==> config.mk <==
export PLATFORM = sky130hd
export DESIGN_NAME = hidden_neuron_responder
export DESIGN_NICKNAME = d
export VERILOG_FILES = /design/src/rtl/hidden_neuron_responder.sv
export SDC_FILE = /design/constraint.sdc
export NUM_CORES = 2
export LEC_CHECK = 0
export BUFFER_PORTS_ARGS = -buffer_cell sky130_fd_sc_hd__buf_2
export CAP_MARGIN = 10
export CORE_UTILIZATION = 55
export CTS_BUF_LIST = sky130_fd_sc_hd__clkbuf_4
export CTS_CLUSTER_DIAMETER = 40
export CTS_CLUSTER_SIZE = 10
export DETAILED_ROUTE_END_ITERATION = 16
export GPL_ROUTABILITY_DRIVEN = 0
export HOLD_SLACK_MARGIN = 0.05
export PLACE_DENSITY = 0.72
export SLEW_MARGIN = 20
export SYNTH_ARGS = -nofsm -noshare
export SYNTH_HDL_FRONTEND = slang
export SYNTH_SLANG_ARGS = --single-unit
==> constraint.sdc <==
create_clock -name clk -period 7.1 [get_ports clk]
set_clock_uncertainty 0.05 [all_clocks]
set_input_delay 1.42 -clock clk [delete_from_list [all_inputs] [get_ports clk]]
set_output_delay 1.42 -clock clk [all_outputs]
set_load 0.05 [all_outputs]
==> src/rtl/hidden_neuron_responder.sv <==
// Hidden-layer LIF neuron responder: accumulates weighted input spikes per neuron,
// integrates into a stored membrane voltage, fires on threshold and counts spikes.
module hidden_neuron_responder #(
    parameter int                       N_NEUR = 40,
    parameter int                       V_W    = 16,
    parameter int                       W_W    = 8,
    parameter logic signed [V_W-1:0]    THRESH = 16'sd256
) (
    input  logic                        clk,
    input  logic                        rst_n,
    input  logic [5:0]                  neuron_idx,
    input  logic                        vol_mem_control,
    input  logic signed [V_W-1:0]       init_mem_vol,
    input  logic                        load_voltage,
    input  logic                        w_n_a_valid,
    input  logic signed [W_W-1:0]       weight,
    input  logic                        act,
    input  logic                        arithm,
    input  logic                        export_voltage,
    input  logic                        current_step_finished,
    output logic                        spike_o,
    output logic [5:0]                  spike_idx_o,
    output logic                        spike_strobe,
    output logic [3*N_NEUR-1:0]         spike_cnt_vec,
    output logic                        result_valid,
    output logic                        proto_err
);

    typedef enum logic [1:0] {S_IDLE, S_ACC, S_WB, S_DONE} state_t;

    localparam logic [5:0]           N_NEUR_L = 6'(N_NEUR);
    localparam logic signed [V_W-1:0] V_MAX   = {1'b0, {(V_W-1){1'b1}}};
    localparam logic signed [V_W-1:0] V_MIN   = {1'b1, {(V_W-1){1'b0}}};

    function automatic logic signed [V_W-1:0] sat_add(input logic signed [V_W-1:0] a,
                                                      input logic signed [V_W-1:0] b);
        logic signed [V_W:0] s;
        s = {a[V_W-1], a} + {b[V_W-1], b};
        if (s[V_W] != s[V_W-1])
            return s[V_W] ? V_MIN : V_MAX;
        return s[V_W-1:0];
    endfunction

    state_t                  state_q, state_d;
    logic signed [V_W-1:0]   cur_acc_q, cur_acc_d;
    logic signed [V_W-1:0]   v_reg_q, v_reg_d;
    logic [5:0]              idx_reg_q, idx_reg_d;
    logic                    spike_q, spike_d;
    logic [5:0]              spike_idx_q, spike_idx_d;
    logic                    spike_strobe_q, spike_strobe_d;
    logic                    result_valid_q, result_valid_d;
    logic                    proto_err_q, proto_err_d;
    logic [3*N_NEUR-1:0]     spike_cnt_q, spike_cnt_d;

    // Memories carry no reset; the controller's init sweep defines their contents.
    logic signed [V_W-1:0]   v_mem [N_NEUR];
    logic signed [V_W-1:0]   i_mem [N_NEUR];
    logic [2:0]              cnt_mem [N_NEUR];

    logic                    v_we, i_we, c_we;
    logic [5:0]              v_waddr, i_waddr, c_waddr;
    logic signed [V_W-1:0]   v_wdata, i_wdata;
    logic [2:0]              c_wdata;

    logic                    idx_ok;
    logic [5:0]              rd_idx;
    logic signed [V_W-1:0]   w_ext;
    logic signed [V_W-1:0]   v_new;
    logic signed [V_W-1:0]   v_fire;
    logic                    fire;
    logic [2:0]              cnt_cur;
    logic [3*N_NEUR-1:0]     cnt_flat;
    logic                    err_busy;

    assign idx_ok   = (neuron_idx < N_NEUR_L);
    assign rd_idx   = idx_ok ? neuron_idx : 6'd0;
    assign w_ext    = {{(V_W-W_W){weight[W_W-1]}}, weight};
    assign v_new    = sat_add(v_reg_q, cur_acc_q);
    assign fire     = (v_new >= THRESH);
    assign v_fire   = v_new - THRESH;
    assign cnt_cur  = cnt_mem[idx_reg_q];
    assign err_busy = load_voltage | vol_mem_control | current_step_finished;

    always_comb begin
        cnt_flat = '0;
        for (int k = 0; k < N_NEUR; k++)
            cnt_flat[3*k +: 3] = cnt_mem[k];
    end

    always_comb begin
        state_d        = state_q;
        cur_acc_d      = cur_acc_q;
        v_reg_d        = v_reg_q;
        idx_reg_d      = idx_reg_q;
        spike_d        = spike_q;
        spike_idx_d    = spike_idx_q;
        spike_strobe_d = 1'b0;
        result_valid_d = 1'b0;
        proto_err_d    = proto_err_q;
        spike_cnt_d    = spike_cnt_q;
        v_we           = 1'b0;
        v_waddr        = rd_idx;
        v_wdata        = init_mem_vol;
        i_we           = 1'b0;
        i_waddr        = rd_idx;
        i_wdata        = '0;
        c_we           = 1'b0;
        c_waddr        = rd_idx;
        c_wdata        = 3'd0;

        // Only the strobes that address memory through neuron_idx care about its range.
        if ((vol_mem_control || load_voltage) && !idx_ok)
            proto_err_d = 1'b1;

        case (state_q)
            S_IDLE: begin
                if (export_voltage)
                    proto_err_d = 1'b1;
                if (vol_mem_control) begin
                    if (load_voltage)
                        proto_err_d = 1'b1;
                    if (idx_ok) begin
                        v_we = 1'b1;
                        i_we = 1'b1;
                        c_we = 1'b1;
                    end
                end else if (load_voltage) begin
                    if (idx_ok) begin
                        v_reg_d   = v_mem[rd_idx];
                        cur_acc_d = arithm ? i_mem[rd_idx] : '0;
                        idx_reg_d = neuron_idx;
                        state_d   = S_ACC;
                    end
                end else if (current_step_finished) begin
                    state_d = S_DONE;
                end
            end
            S_ACC: begin
                if (err_busy)
                    proto_err_d = 1'b1;
                if (export_voltage) begin
                    if (!arithm) begin
                        i_we    = 1'b1;
                        i_waddr = idx_reg_q;
                        i_wdata = cur_acc_q;
                    end
                    state_d = S_WB;
                end else if (w_n_a_valid && !arithm && act) begin
                    cur_acc_d = sat_add(cur_acc_q, w_ext);
                end
            end
            S_WB: begin
                if (err_busy)
                    proto_err_d = 1'b1;
                v_we           = 1'b1;
                v_waddr        = idx_reg_q;
                v_wdata        = fire ? v_fire : v_new;
                c_we           = fire;
                c_waddr        = idx_reg_q;
                c_wdata        = (cnt_cur == 3'd7) ? 3'd7 : cnt_cur + 3'd1;
                spike_d        = fire;
                spike_idx_d    = idx_reg_q;
                spike_strobe_d = 1'b1;
                state_d        = S_IDLE;
            end
            S_DONE: begin
                if (err_busy)
                    proto_err_d = 1'b1;
                spike_cnt_d    = cnt_flat;
                result_valid_d = 1'b1;
                state_d        = S_IDLE;
            end
            default: state_d = S_IDLE;
        endcase
    end

    always_ff @(posedge clk or negedge rst_n) begin
        if (!rst_n) begin
            state_q        <= S_IDLE;
            cur_acc_q      <= '0;
            v_reg_q        <= '0;
            idx_reg_q      <= '0;
            spike_q        <= 1'b0;
            spike_idx_q    <= '0;
            spike_strobe_q <= 1'b0;
            result_valid_q <= 1'b0;
            proto_err_q    <= 1'b0;
            spike_cnt_q    <= '0;
        end else begin
            state_q        <= state_d;
            cur_acc_q      <= cur_acc_d;
            v_reg_q        <= v_reg_d;
            idx_reg_q      <= idx_reg_d;
            spike_q        <= spike_d;
            spike_idx_q    <= spike_idx_d;
            spike_strobe_q <= spike_strobe_d;
            result_valid_q <= result_valid_d;
            proto_err_q    <= proto_err_d;
            spike_cnt_q    <= spike_cnt_d;
        end
    end

    // Writes are suppressed while reset is held so an aborted update leaves memory intact.
    always_ff @(posedge clk) begin
        if (rst_n && v_we)
            v_mem[v_waddr] <= v_wdata;
        if (rst_n && i_we)
            i_mem[i_waddr] <= i_wdata;
        if (rst_n && c_we)
            cnt_mem[c_waddr] <= c_wdata;
    end

    assign spike_o       = spike_q;
    assign spike_idx_o   = spike_idx_q;
    assign spike_strobe  = spike_strobe_q;
    assign spike_cnt_vec = spike_cnt_q;
    assign result_valid  = result_valid_q;
    assign proto_err     = proto_err_q;

endmodule
==> tab_implementation.tex <==
\begin{tabular}{lr}
\hline
Metric & Value \\
\hline
\multicolumn{2}{l}{\textbf{Clocking}} \\
\quad Setup bufs post-CTS & 0 \\
\quad Root Buffer Master & sky130\_fd\_sc\_hd\_\_clkbuf\_4 \\
\quad Clk pin slew, worst setup/hold paths & 110 ps \\
\quad Clock tree buffer depth & 3 \\
\quad Clock tree from TritonCTS & built \\
\quad Worst-Skew Late Latency & 1200 ps \\
\quad Number of buffers added by the clock tree synthesis step & between 150 and 200 \\
\quad Level count of the clock H-tree & 4 \\
\quad Clock sink count & between 1500 and 2000 \\
\multicolumn{2}{l}{\textbf{Synthesis}} \\
\quad Most common library cells after synthesis & 1400 x sky130\_fd\_sc\_hd\_\_edfxtp\_1, 736 x sky130\_fd\_sc\_hd\_\_nand2\_1, 471 x sky130\_fd\_sc\_hd\_\_nand3\_1, 201 x sky130\_fd\_sc\_hd\_\_clkbuf\_1, 180 x sky130\_fd\_sc\_hd\_\_nor2\_1 \\
\quad Total standard cell area after synthesis & 65000 µm² \\
\quad Synthesized area divided by synthesized cell count & 14.3 µm² \\
\quad \#FFs+latches synth & 1570 \\
\quad Synth cell types & 83 \\
\quad Top cells by area in the synthesized netlist & sky130\_fd\_sc\_hd\_\_edfxtp\_1 65\%, sky130\_fd\_sc\_hd\_\_dfrtp\_1 6.5\%, sky130\_fd\_sc\_hd\_\_nand2\_1 4.3\% \\
\quad Mapped Nets & 4618 \\
\quad Yosys warning total & 0 \\
\quad Instance count of the mapped netlist & 4540 \\
\quad Fraction of synthesized cell area taken by the top area cell type & 64.7\% \\
\quad Fraction of registers with async set or reset after synthesis & 10.8\% \\
\quad Commonest register cell after synthesis & sky130\_fd\_sc\_hd\_\_edfxtp\_1 \\
\quad Biggest area consumer among synthesized cells & sky130\_fd\_sc\_hd\_\_edfxtp\_1 \\
\quad Most repeated cell in the gate-level netlist after synthesis & sky130\_fd\_sc\_hd\_\_edfxtp\_1 \\
\quad Number of enable-type register cells in the synthesized netlist & 1400 \\
\quad Share of synthesized area occupied by flip-flops and latches & 71.3\% \\
\multicolumn{2}{l}{\textbf{Power and ir drop}} \\
\quad LEAKAGE & approximately 25 nW \\
\quad VDD IR-drop max & 0.372 mV \\
\quad Pwr dens & $\sim$330 nW/µm² \\
\multicolumn{2}{l}{\textbf{Drt}} \\
\quad Length of the first detailed-routing pass in iterations & 6 \\
\quad Met2 wire length & roughly 82000 µm \\
\quad Met3 routed wirelength & 21600 µm \\
\quad Overall via count from detail\_route & approximately 42000 \\
\quad Number of DRC violations after detailed-routing iteration 0 & about 5600 \\
\quad Number of remaining DRC errors & 0 \\
\quad Wire length the detailed router placed on met1 & 69300 µm \\
\quad Top metal layer carrying routed signals & met5 \\
\quad Drt via density & 6.56 \\
\quad Number of nets still failing antenna checks after routing & 0 \\
\quad Final WL & 182000 µm \\
\quad Routed len/inst & 28.6 µm \\
\multicolumn{2}{l}{\textbf{Critical path}} \\
\quad Launching point of the worst reg2reg path & cur\_acc\_q[1] \\
\quad Worst endpoint required time & 7880 ps \\
\quad Crit path capture & v\_mem[9][14] \\
\quad Combined buffer and inverter count along the critical path & 0 \\
\quad Critical path type & flip-flop to flip-flop \\
\quad Startpoint type of the worst setup path & flip-flop \\
\quad Cell-by-cell listing of the critical path & ha\_1, a211oi\_1, nor3b\_2, o31ai\_1, a21boi\_1, o21a\_1, o21a\_1, o21ai\_0, nand2b\_1, xnor2\_1, ha\_1, nor2\_1, and2\_1, a221o\_1, a211o\_1, nor3\_4, and4\_1, nand3\_1, a41oi\_4 \\
\quad Kind of cell with the highest combined delay on the critical path & compound AO/OA/AOI/OAI gates \\
\quad Path depth of the worst reg2reg path & 19 \\
\quad Worst Setup SP & cur\_acc\_q[1] \\
\quad Reg2Reg Setup Slack & 620 ps \\
\quad Critical path arrival & between 7000 and 8000 ps \\
\quad Capture instance of the worst register-to-register path & v\_mem[9][14] \\
\quad Category of the worst setup path capture point & flip-flop \\
\quad Worst-path maximum fanout & 40 \\
\quad Largest stage delay on the critical path & 870 ps \\
\quad Number of gates on the worst path with buffers counted & 19 \\
\quad Standard cell with the maximum stage delay on the critical path & sky130\_fd\_sc\_hd\_\_a41oi\_4 \\
\multicolumn{2}{l}{\textbf{Final layout}} \\
\quad Count of placed standard cells in the final layout, fillers left out & 6384 \\
\quad Area grow syn2layout & 8.22\% \\
\quad Count of nets after finishing & $\sim$4800 \\
\quad Fraction of layout cells with a size suffix above 1 & 18.5\% \\
\multicolumn{2}{l}{\textbf{Run status}} \\
\quad Outcome & completed \\
\multicolumn{2}{l}{\textbf{Floorplanning}} \\
\quad FP Rows & 125 \\
\quad Initial cell density of the core & 55.7\% \\
\quad DIE WIDTH & $\sim$350 µm \\
\quad Vertical extent of the die & around 350 µm \\
\quad Core ar. & 117000 µm² \\
\quad Total Die Area & 119000 µm² \\
\quad I/O pin count & about 170 \\
\multicolumn{2}{l}{\textbf{Timing}} \\
\quad Aggregate negative setup slack & 0 ps \\
\quad Count of final setup violators & 0 \\
\quad RSZ-0062 raised after global routing & no \\
\quad Tmin final & 6480 ps \\
\quad Endpoints failing hold & 0 \\
\quad Worst slew slack as a fraction of its limit & 26.2\% \\
\quad Period utilisation layout & between 90\% and 100\% \\
\quad Fmax & 0.154 GHz \\
\quad Slew @ Worst Pin & 1090 ps \\
\quad Final max-slew violation count & 0 \\
\multicolumn{2}{l}{\textbf{Global route}} \\
\quad Global-route congestion overflow total & 0 \\
\quad Global-route usage over all layers & between 30\% and 40\% \\
\quad Maximum number of pins on one net before global-route repair & 138 \\
\quad Initial antenna violation count & 10 \\
\quad Vias in the first global route & $\sim$39000 \\
\quad Wire length of the first global-routing pass & approximately 260000 µm \\
\multicolumn{2}{l}{\textbf{Placed design}} \\
\quad Port Buffers & 168 \\
\quad Placed Cells incl. Taps & approximately 6100 \\
\quad Detailed placement HPWL & 109000 µm \\
\multicolumn{2}{l}{\textbf{Flow run}} \\
\quad \# Max-Cap Violations & 0 \\
\multicolumn{2}{l}{\textbf{Min path}} \\
\quad Class of the most critical hold timing path & flip-flop to flip-flop \\
\hline
\end{tabular}
==> sequential cells by signal, indices dropped and copies added (netlist names) <==
name and cells:
i_mem 640, v_mem 640, cnt_mem 120, spike_cnt_vec 120, cur_acc_q 16, v_reg_q 16
idx_reg_q 6, spike_idx_o 6, state_q 2, proto_err 1, result_valid 1, spike_o 1
spike_strobe 1
==> report_power, final <==
group / switching, W / leakage (nW) / internal [W]
Combinational: 0.00487 / 8.49 / 0.00205
Clock: 0.00289 / 1.28 / 0.00181
Sequential: 0.000412 / 14.8 / 0.0111
Total: 0.00817 / 24.6 / 0.0150
==> worst min-delay path by stage <==
stage / start / endpoint / cells after the start
after global placement: spike_idx_o[3] / spike_idx_o[3] / 2
after global routing: spike_cnt_vec[102] / spike_cnt_vec[102] / 1
after floorplan: cnt_mem[34][0] / spike_cnt_vec[102] / 1
after detailed placement: proto_err / proto_err / 2
final: proto_err / proto_err / 2
after CTS: export_voltage / state_q[1] / 3
==> layout by cell type (no fill, tap or decap), types with 65 or more instances in the layout <==
cell                       synthesis  routed
sky130_fd_sc_hd__nor2b_1          75      73
sky130_fd_sc_hd__edfxtp_1       1400    1400
sky130_fd_sc_hd__a211oi_1        128     128
sky130_fd_sc_hd__buf_4             3     177
sky130_fd_sc_hd__mux2i_1         126     126
sky130_fd_sc_hd__nor2_1          180     170
sky130_fd_sc_hd__mux2_2          133     133
sky130_fd_sc_hd__dfrtp_1         170     168
sky130_fd_sc_hd__nand3_1         471     471
sky130_fd_sc_hd__a311oi_1         65      65
sky130_fd_sc_hd__buf_2            64     165
sky130_fd_sc_hd__a21oi_1          82      80
sky130_fd_sc_hd__clkbuf_4          0     246
sky130_fd_sc_hd__nand2_1         736     731
sky130_fd_sc_hd__mux4_2           89      89
sky130_fd_sc_hd__a31oi_1          73      70
==> repair_timing <==
action | CTS | global route
hold buffers | 1 | 0
endpoints found under the hold margin | 45 | 0
resized for setup | 0 | 0
==> cell families (layout without fill, tap and decap cells) <==
logic type,Yosys count,after routing,share of synthesized area [%]
buf+inv,329,645,2.15
flops,1570,1570,71.3
simple gates,1613,1613,11.2
compound gates,622,622,7.05
other cells,0,4,0
mux,348,348,7.33
xor+xnor,19,19,0.256
fa+ha+maj,39,39,0.774
==> metrics by stage <==
| stage | setup slack [ps] | utilization, % | hold slack, ps | instance area [µm²] | total power (W) |
|---|---|---|---|---|---|
| 4_1_cts | 678 | 60.2 | 396 | 70200 | 0.0231 |
| 3_3_place_gp | 833 | 58.4 | 405 | 68100 | 0.0184 |
| 5_1_grt | 138 | 60.2 | 470 | 70300 | 0.0240 |
| 2_1_floorplan | 534 | - | 427 | 65000 | 0.0164 |
| 6_report | 621 | 60.2 | 435 | 70300 | 0.0231 |
| 3_5_place_dp | 774 | 58.4 | 420 | 68100 | 0.0185 |
==> routing by layer <==
metal / up-vias / GRT usage [%]
met3: 519 / 7.02
met1: 20800 / 41.9
met5: - / 0
li1: 17800 / -
met4: 12 / 14.5
met2: 2702 / 45.7
==> cell type report <==
cell class                      instances  area [µm²]
Multi-Input combinational cell       2641       17500
Inverter                               18        67.6
Timing Repair Buffer                  354        2370
Tap cell                             1524        1910
Clock buffer                          246        1850
Fill cell                            8759       46400
Sequential cell                      1570       46300
Clock inverter                         27         292
Antenna cell                            4        10.0
==> worst min-delay path: stages (launching register included) <==
cell and delay (ps):
sky130_fd_sc_hd__dfrtp_1 340, sky130_fd_sc_hd__inv_1 40, sky130_fd_sc_hd__o221ai_1 60
Note: power is estimated with default switching activity, not from simulation.
